### src/rtl/f_pow_pkg.sv
// Shared caller-side definitions: FSM state encoding and callee operation codes.
// Every block that calls a function over start/done reuses these.
package f_pow_pkg;

  typedef enum logic [2:0] {
    IDLE    = 3'd0,
    LATCH   = 3'd1,
    STEP    = 3'd2,
    CALL    = 3'd3,
    WAIT_LO = 3'd4,
    WAIT_HI = 3'd5,
    FINISH  = 3'd6
  } state_t;

  typedef enum logic {
    MUL = 1'b0,
    SQ  = 1'b1
  } op_t;

endpackage

### src/rtl/f_pow_if.sv
// Upstream callee-style port of f_pow, and the caller-to-callee start/done port.
// master drives the request side, slave drives the completion side.
interface f_pow_if #(
  parameter int W     = 32,
  parameter int EXP_W = 32
);
  logic             start;
  logic [W-1:0]     a;
  logic [EXP_W-1:0] b;
  logic [W-1:0]     result;
  logic             done;

  modport master (output start, a, b, input result, done);
  modport slave  (input start, a, b, output result, done);
endinterface

interface f_pow_call_if #(
  parameter int W = 32
);
  logic         call_start;
  logic [W-1:0] call_a;
  logic [W-1:0] call_b;
  logic [W-1:0] call_result;
  logic         call_done;

  modport master (output call_start, call_a, call_b, input call_result, call_done);
  modport slave  (input call_start, call_a, call_b, output call_result, call_done);
endinterface

### src/rtl/f_pow_call_master.sv
// Generic caller handshake: registers operands on req, pulses call_start once,
// waits for call_done low then high, and acks with the callee's return value.
module f_pow_call_master
  import f_pow_pkg::*;
#(
  parameter int W = 32
) (
  input  logic         clk,
  input  logic         reset,
  input  logic         req,
  input  logic [W-1:0] x,
  input  logic [W-1:0] y,
  output logic         ack,
  output logic [W-1:0] ret,
  f_pow_call_if.master cif
);

  state_t       state, state_nxt;
  logic [W-1:0] x_q, y_q;

  always_ff @(posedge clk or negedge reset) begin
    if (!reset) begin
      state <= IDLE;
    end else begin
      state <= state_nxt;
    end
  end

  // Operands load only on acceptance, so they stay frozen for the whole call.
  always_ff @(posedge clk or negedge reset) begin
    if (!reset) begin
      x_q <= '0;
      y_q <= '0;
    end else if (state == IDLE && req) begin
      x_q <= x;
      y_q <= y;
    end
  end

  always_comb begin
    state_nxt = state;
    ack       = 1'b0;
    case (state)
      IDLE:    if (req) state_nxt = CALL;
      CALL:    state_nxt = WAIT_LO;
      // A done still high from the callee's idle state must not end the call.
      WAIT_LO: if (!cif.call_done) state_nxt = WAIT_HI;
      WAIT_HI: begin
        if (cif.call_done) begin
          ack       = 1'b1;
          state_nxt = IDLE;
        end
      end
      default: state_nxt = IDLE;
    endcase
  end

  assign ret            = cif.call_result;
  assign cif.call_start = (state == CALL);
  assign cif.call_a     = x_q;
  assign cif.call_b     = y_q;

endmodule

### src/rtl/f_pow.sv
// result = a ** b mod 2^W by square-and-multiply, each product delegated to a
// multiplier callee; exposes a start/done callee-style port upstream.
module f_pow
  import f_pow_pkg::*;
#(
  parameter int W     = 32,
  parameter int EXP_W = 32
) (
  input  logic         clk,
  input  logic         reset,
  f_pow_if.slave       up,
  f_pow_call_if.master cif
);

  state_t           state, state_nxt;
  logic [W-1:0]     r, p, result_q;
  logic [EXP_W-1:0] e;
  logic             mul_done, done_q;
  op_t              op;

  logic             req, ack, take_mul, take_sq;
  logic [W-1:0]     x, y, ret;

  assign take_mul = e[0] && !mul_done;
  assign take_sq  = (e >> 1) != '0;

  always_ff @(posedge clk or negedge reset) begin
    if (!reset) begin
      state <= IDLE;
    end else begin
      state <= state_nxt;
    end
  end

  always_comb begin
    state_nxt = state;
    req       = 1'b0;
    x         = '0;
    y         = '0;
    case (state)
      IDLE:  if (up.start) state_nxt = LATCH;
      LATCH: state_nxt = STEP;
      STEP: begin
        if (e == '0) begin
          state_nxt = FINISH;
        end else if (take_mul) begin
          req       = 1'b1;
          x         = r;
          y         = p;
          state_nxt = CALL;
        end else if (take_sq) begin
          req       = 1'b1;
          x         = p;
          y         = p;
          state_nxt = CALL;
        end else begin
          state_nxt = FINISH;
        end
      end
      // CALL covers the whole call_master round trip until its ack.
      CALL:    if (ack) state_nxt = STEP;
      FINISH:  state_nxt = IDLE;
      default: state_nxt = IDLE;
    endcase
  end

  always_ff @(posedge clk or negedge reset) begin
    if (!reset) begin
      r        <= '0;
      p        <= '0;
      e        <= '0;
      mul_done <= 1'b0;
      op       <= MUL;
      result_q <= '0;
      done_q   <= 1'b0;
    end else begin
      case (state)
        IDLE: done_q <= !up.start;
        LATCH: begin
          r        <= W'(1);
          p        <= up.a;
          e        <= up.b;
          mul_done <= 1'b0;
        end
        STEP: begin
          // Without a call the exponent is exhausted; clearing it is a no-op when already 0.
          if (req) op <= take_mul ? MUL : SQ;
          else     e  <= '0;
        end
        CALL: begin
          if (ack) begin
            if (op == MUL) begin
              r        <= ret;
              mul_done <= 1'b1;
            end else begin
              p        <= ret;
              e        <= e >> 1;
              mul_done <= 1'b0;
            end
          end
        end
        FINISH: begin
          result_q <= r;
          done_q   <= 1'b1;
        end
        default: ;
      endcase
    end
  end

  assign up.result = result_q;
  assign up.done   = done_q;

  f_pow_call_master #(.W(W)) u_call (
    .clk   (clk),
    .reset (reset),
    .req   (req),
    .x     (x),
    .y     (y),
    .ack   (ack),
    .ret   (ret),
    .cif   (cif)
  );

endmodule

### src/flat_wrapper.sv
// flat-port wrapper written by rule: the top's interface ports become plain ports
module f_pow_flat import f_pow_pkg::*;
#(
  parameter int W     = 32,
  parameter int EXP_W = 32
)
  (clk, reset, up_start, up_a, up_b, up_result, up_done, cif_call_start, cif_call_a, cif_call_b, cif_call_result, cif_call_done);
  f_pow_if #(.W(W), .EXP_W(EXP_W)) up_i ();
  f_pow_call_if #(.W(W)) cif_i ();
  input  logic clk;
  input  logic reset;
  input wire logic [$bits(up_i.start)-1:0] up_start;
  input wire logic [$bits(up_i.a)-1:0] up_a;
  input wire logic [$bits(up_i.b)-1:0] up_b;
  output wire logic [$bits(up_i.result)-1:0] up_result;
  output wire logic [$bits(up_i.done)-1:0] up_done;
  output wire logic [$bits(cif_i.call_start)-1:0] cif_call_start;
  output wire logic [$bits(cif_i.call_a)-1:0] cif_call_a;
  output wire logic [$bits(cif_i.call_b)-1:0] cif_call_b;
  input wire logic [$bits(cif_i.call_result)-1:0] cif_call_result;
  input wire logic [$bits(cif_i.call_done)-1:0] cif_call_done;
  assign up_i.start = up_start;
  assign up_i.a = up_a;
  assign up_i.b = up_b;
  assign up_result = up_i.result;
  assign up_done = up_i.done;
  assign cif_call_start = cif_i.call_start;
  assign cif_call_a = cif_i.call_a;
  assign cif_call_b = cif_i.call_b;
  assign cif_i.call_result = cif_call_result;
  assign cif_i.call_done = cif_call_done;
  f_pow #(.W(W), .EXP_W(EXP_W)) u_core (.clk(clk), .reset(reset), .up(up_i), .cif(cif_i));
endmodule
### config.mk
export PLATFORM = sky130hd
export DESIGN_NAME = f_pow_flat
export DESIGN_NICKNAME = d
export VERILOG_FILES = /design/src/rtl/f_pow_pkg.sv /design/src/rtl/f_pow_if.sv /design/src/rtl/f_pow_call_master.sv /design/src/rtl/f_pow.sv /design/src/flat_wrapper.sv
export SDC_FILE = /design/constraint.sdc
export NUM_CORES = 1
export LEC_CHECK = 0
export ABC_AREA = 1
export CORE_UTILIZATION = 55
export DETAILED_ROUTE_END_ITERATION = 6
export PLACE_DENSITY = 0.86
export SYNTH_ARGS = -nofsm -noshare
export SYNTH_HDL_FRONTEND = slang
export SYNTH_SLANG_ARGS = --single-unit
### constraint.sdc
create_clock -name clk -period 3.9 [get_ports clk]
set_input_delay 0.78 -clock clk [delete_from_list [all_inputs] [get_ports clk]]
set_output_delay 0.78 -clock clk [all_outputs]
set_load 0.005 [all_outputs]
=== Word level (Yosys, flattened, before mapping) ===
Cells that the tools add are included.

* Input bits: 100
* Flip-flop bits (word level): 201
* Output and inout port bits: 98
* Word-level logic and storage cells: 82

* Reductions and logical operators: 18
* Muxes and demuxes: 38
* Eq/ne operators: 15

{| class="wikitable"
|+ Operators by type and width
! cell !! number
|-
| two-way mux 32 bit || 14
|-
| one-hot mux 32 bit (2 select lines) || 2
|-
| one-hot mux 32 bit (3 select lines) || 1
|-
| zero test 32 bit || 1
|-
| nonzero test 32 bit || 1
|-
| two-way mux 3 bit || 8
|-
| one-hot mux 3 bit (4 select lines) || 2
|-
| inequality test 2 bit, second input constant || 6
|-
| == test 3 x 2 -> 1 bit, second input constant || 3
|-
| == test 3 bit, second input constant || 3
|-
| two-way mux 1 bit || 9
|-
| AND reduction 3 bit || 3
|-
| zero test 3 bit || 2
|-
| AND reduction 2 bit || 3
|-
| inequality test 2 x 1 -> 1 bit, second input constant || 2
|-
| one-hot mux 1 bit (2 select lines) || 2
|-
| AND reduction 4 bit || 1
|-
| nonzero test 2 bit || 2
|-
| == test 3 x 1 -> 1 bit, second input constant || 1
|-
| nonzero test 3 bit || 1
|-
| logical AND 1 bit || 2
|-
| zero test 1 bit || 2
|}

=== Depth between registers and ports, before layout ===
* Depth after elaboration: 7
* Gate-level depth with buffers: 11

=== By module ===
Synthesis repeated with hierarchy kept, for this count alone.

* Cell total of the unflattened synthesis: 1126
* Area, all modules: 9542.9 um2

{| class="wikitable"
|+ By module, submodules not included
! module !! area each (um2) !! instances !! cells each
|-
| f_pow || 6520.0 || 1 || 800
|-
| f_pow_call_master || 3022.9 || 1 || 326
|}

=== Least setup slack after synthesis ===
OpenSTA, ideal clock, no wires.

* Path kind: in2reg
* From: input cif_call_done
* To: register u_core.e[29]
* Cell stages on the path: 8
* Setup time: 0.117 ns
* Path slack: 2.268 ns
* Buffers on the path: 1
* Arrival: 1.515 ns
* Cell sequence: nand2_1 -> nand2_1 -> nand2_1 -> nor2_4 -> nand2_2 -> buf_2 -> nand2_1 -> nand2_1

* Cells in the longest elaborated chain, start to end: 4

{| class="wikitable"
|+ RTL lines
! element !! line !! text
|-
| from (decl) || flat_wrapper.sv:21 || <nowiki>input wire logic [$bits(cif_i.call_done)-1:0] cif_call_done;</nowiki>
|-
| two-way mux 1 bit || f_pow_call_master.sv:49 || <nowiki>if (cif.call_done) begin</nowiki>
|-
| two-way mux 1 bit || f_pow_call_master.sv:43 || <nowiki>case (state)</nowiki>
|-
| inequality test 2 x 1 -> 1 bit (no source line) || -- ||
|-
| AND reduction 4 bit (no source line) || -- ||
|-
| to (signal assigned) || f_pow.sv:82 || <nowiki>e <= up.b;</nowiki>
|-
| to (signal assigned) || f_pow.sv:97 || <nowiki>e <= e >> 1;</nowiki>
|-
| to (decl) || f_pow.sv:17 || <nowiki>logic [EXP_W-1:0] e;</nowiki>
|}

No other way between the ends.
A chain may end at the register's enable or synchronous reset.

=== Final worst setup path ===
* From: register u_core.state[2]
* To: register u_core.u_call.x_q[28] (netlist: u_core.u_call.cif.call_a[28])

* Cells in the longest elaborated chain, start to end: 3
* Elaborated cells between the ends (all ways): 4
* Those cells by class: 1 x eq/ne; 2 x mux; 1 x reduce/logical

{| class="wikitable"
|+ RTL lines
! element !! line !! text
|-
| from (decl) || f_pow.sv:15 || <nowiki>state_t state, state_nxt;</nowiki>
|-
| from (signal assigned) || f_pow.sv:31 || <nowiki>state <= state_nxt;</nowiki>
|-
| == test 3 x 2 -> 1 bit * || f_pow.sv:40 || <nowiki>case (state)</nowiki>
|-
| two-way mux 1 bit || f_pow.sv:40 ||
|-
| logical AND 1 bit || f_pow_call_master.sv:34 || <nowiki>end else if (state == IDLE && req) begin</nowiki>
|-
| to (signal assigned) || f_pow_call_master.sv:32 || <nowiki>x_q <= '0;</nowiki>
|-
| to (signal assigned) || f_pow_call_master.sv:35 || <nowiki>x_q <= x;</nowiki>
|-
| to (decl) || f_pow_call_master.sv:19 || <nowiki>logic [W-1:0] x_q, y_q;</nowiki>
|}

Mark *: on every way between the ends. The rest lies on a longest branch, timed or not.

==> impl_results.md <==
- GRT Resource Usage Total: 0.281
- Post-synth ARST share: 1.00
- Clock latency at the later pin of the worst-skew pair: roughly 0.5 ns
- Pwr/cell area: just under 800 nW/um^2
- Largest net degree at the start of global routing: between 90 and 100
- Crit path kind: flop to flop
- Pint: ~5.6 mW
- Net Sw Frac: 0.392
- Num rows: between 40 and 50
- DR DRC count: 0
- H-tree levels: 1
- Top cells by count, synth: nand2_1, dfrtp_1, o21ai_0
- Comb pwr share: 0.420
- Height of the die: about 130 um
- Busiest layer in global routing: met2
- Vias in the first global route: about 7.4k
- Layout area overhead: 31.6%
- DIE AREA: about 17000 um^2
- FF-to-FF End: u_core.u_call.cif.call_a[28]
- Leak pwr: 5.66 nW
- Status: complete, no violations
- Final TNS setup: 0 ns
- Max-cap viol count: 0
- Starting density of the core: 0.561
- Ant. Diodes: 0
- Critical R2R Launch: u_core.state[2]
- Worst setup endpoint: u_core.u_call.cif.call_a[28]
- DP HPWL: approximately 15000 um
- WL per Instance: 15.7 um
- Highest net fanout along the worst path: 33
- Worst-path clk slew: approximately 0.060 ns
- Pins Over Slew Limit: 0
- Top_reg_cell synth: dfrtp_1
- Post-synth top area cell: dfrtp_1
- CTS root buf: clkbuf_16
- Reg2reg path depth: 8
- Clock Skews: 0.0220 ns
- Hold Buf Count CTS: 0
- Port buffer count: approximately 200
- CTS max path bufs: 3
- Yosys reg bits: between 200 and 250
- CTS resizes: 0
- GR Layer Usage met2: 0.483
- RD Place Congestion: roughly 0.85
- Post-synth top area share: 0.567
- WP data required: 4.28 ns
- Number of flops mapped to enable cells by yosys: 0
- Synth top area cells: dfrtp_1, nand2_1, o21ai_0
- Mapped Area: roughly 8900 um^2
- Post-Syn Nets: roughly 1.1k
- Unrepaired setup endpoints after global routing: false
- First-pass GRT wire length: approximately 37000 um
- Register share of total power: 0.359
- Synth Instances: between 1k and 1.5k
- Syn Area/Cell: ~8.5 um^2
- NetSw: approximately 3.6 mW
- Antenna Nets Post-Route: 0
- Final net count: roughly 1.3k
- Clock share of power: 0.221
- Vias: 7744
- Aggregate routed wire length: between 20000 and 25000 um
- Actual slew at the worst max-slew pin: between 1 and 1.5 ns
- Drt via density: around 5.3
- Setup-failing EPs final: 0
- Worst EP arrival: roughly 3 ns
- Most frequent cell after synthesis: nand2_1
- Total gr overflow: 0
- Post-CTS Setup Repair Bufs: 0
- Iter 0 DRT Violations: around 530
- Hold_ws: 0.366 ns
- Relative slew slack: 0.269
- Crit path launch: u_core.state[2]
- Startpoint Class: flop
- Tmin final: ~2.7 ns
- Die W: 129 um
- Clock Sinks: around 200
- CTS tree: done
- Initial antenna violation count: 1
- CTS buffer count: 21
- Hold Path Class: input pin to asynchronous set/reset pin
- Drt pass-1 iters: 5
- Unique masters post-synth: 29
- Met1 usage: 0.372
- Final Hold Viols: 0
- Met3 Use GR: 0.0409
- Core area: 15800 um^2
- CP Capture Type: flop
- Yosys warning total: 0
- Worst vdd ir: around 0.47 mV
- Fmax: 372 MHz
- Layout cells sized above 1: 0.0663
- I/O Pins: approximately 200
- Reg2reg setup slack: about 1.2 ns
- Sequential-to-total area share from yosys stat: 0.567
- Tcrit/Tclk final: 0.690
[worst min-delay path by stage]
stage | cells past startpoint | to | from
CTS | 1 | u_core.e[6] | reset
detailed placement | 2 | u_core.u_call.cif.call_b[16] | u_core.u_call.cif.call_b[16]
floorplan | 2 | u_core.e[0] | u_core.e[0]
finish | 1 | u_core.e[4] | reset
global placement | 2 | u_core.u_call.cif.call_b[23] | u_core.u_call.cif.call_b[23]
global route | 1 | u_core.e[4] | reset
[layout make-up]
type | instances | area, um^2
Fill cell | 1210 | 4140
Timing Repair Buffer | 212 | 2100
Clock inverter | 10 | 106
Inverter | 67 | 251
Multi-Input combinational cell | 718 | 3330
Clock buffer | 28 | 602
Sequential cell | 201 | 5030
Tap cell | 216 | 270
[kinds of logic after synthesis]
kind of cell	after synthesis	share of synthesized area
muxes	12	0.0152
buffers and inverters	129	0.0606
AOI/OAI and AO/OA	154	0.105
DFF	201	0.567
and+or+nand+nor	552	0.253
[worst max-delay path: stages (launching register included)]
cell and delay, ns:
dfrtp_1 0.42, nor2_2 0.17, inv_2 0.25, nor2_4 0.17, buf_4 0.32, nand3_2 0.62, buf_4 0.46, nand2_1 0.09
nand2_1 0.05
[per-layer routing]
layer,vias to the layer above,part of all wire
met4,0,0.024
li1,3723,-
met5,-,0
met2,288,0.49
met1,3684,0.42
met3,49,0.064
[metrics by stage]
stage | std cells | util | power, mW | cell area [um^2] | setup WS [ns]
CTS | 1452 | 0.738 | 9.26 | 11700 | 1.21
global placement | 1414 | 0.694 | 7.03 | 11000 | 1.19
floorplan | 1048 | - | 5.76 | 8880 | 2.27
global route | 1452 | 0.738 | 9.91 | 11700 | 1.04
finish | 1452 | 0.738 | 9.24 | 11700 | 1.21
detailed placement | 1414 | 0.694 | 7.20 | 11000 | 1.07
[power by group through the flow]
stage	logic, mW	clock network (mW)	registers [mW]
2_1_floorplan	2.52	0	3.24
3_3_place_gp	3.74	0	3.29
3_5_place_dp	3.87	0	3.33
4_1_cts	3.90	2.06	3.31
5_1_grt	4.37	2.15	3.39
6_report	3.88	2.04	3.32
[placed cells by master, fill, tap and decap left out, types with 3 or more instances in the layout]
master,instances
nand3_1,56
dfrtp_1,201
buf_4,14
nand4_1,19
o21ai_0,94
nor2_1,24
inv_1,62
a22o_1,27
nand2_1,436
o21a_1,19
nor2_4,3
clkbuf_16,21
clkbuf_8,6
mux2_2,12
clkdlybuf4s50_1,196
nor3_1,4
clkinv_2,6
o21ai_1,10
inv_2,5
nand2_2,4
[registers in the layout (all words and copies together), names as in the netlist]
name and flops:
u_core.u_call.state 3, u_core.u_call.cif.call_b 32, u_core.r 32, u_core.p 32
u_core.up.done 1, u_core.op 1, u_core.state 3, u_core.mul_done 1
u_core.up.result 32, u_core.e 32, u_core.u_call.cif.call_a 32
Note: power is estimated with default switching activity, not from simulation.
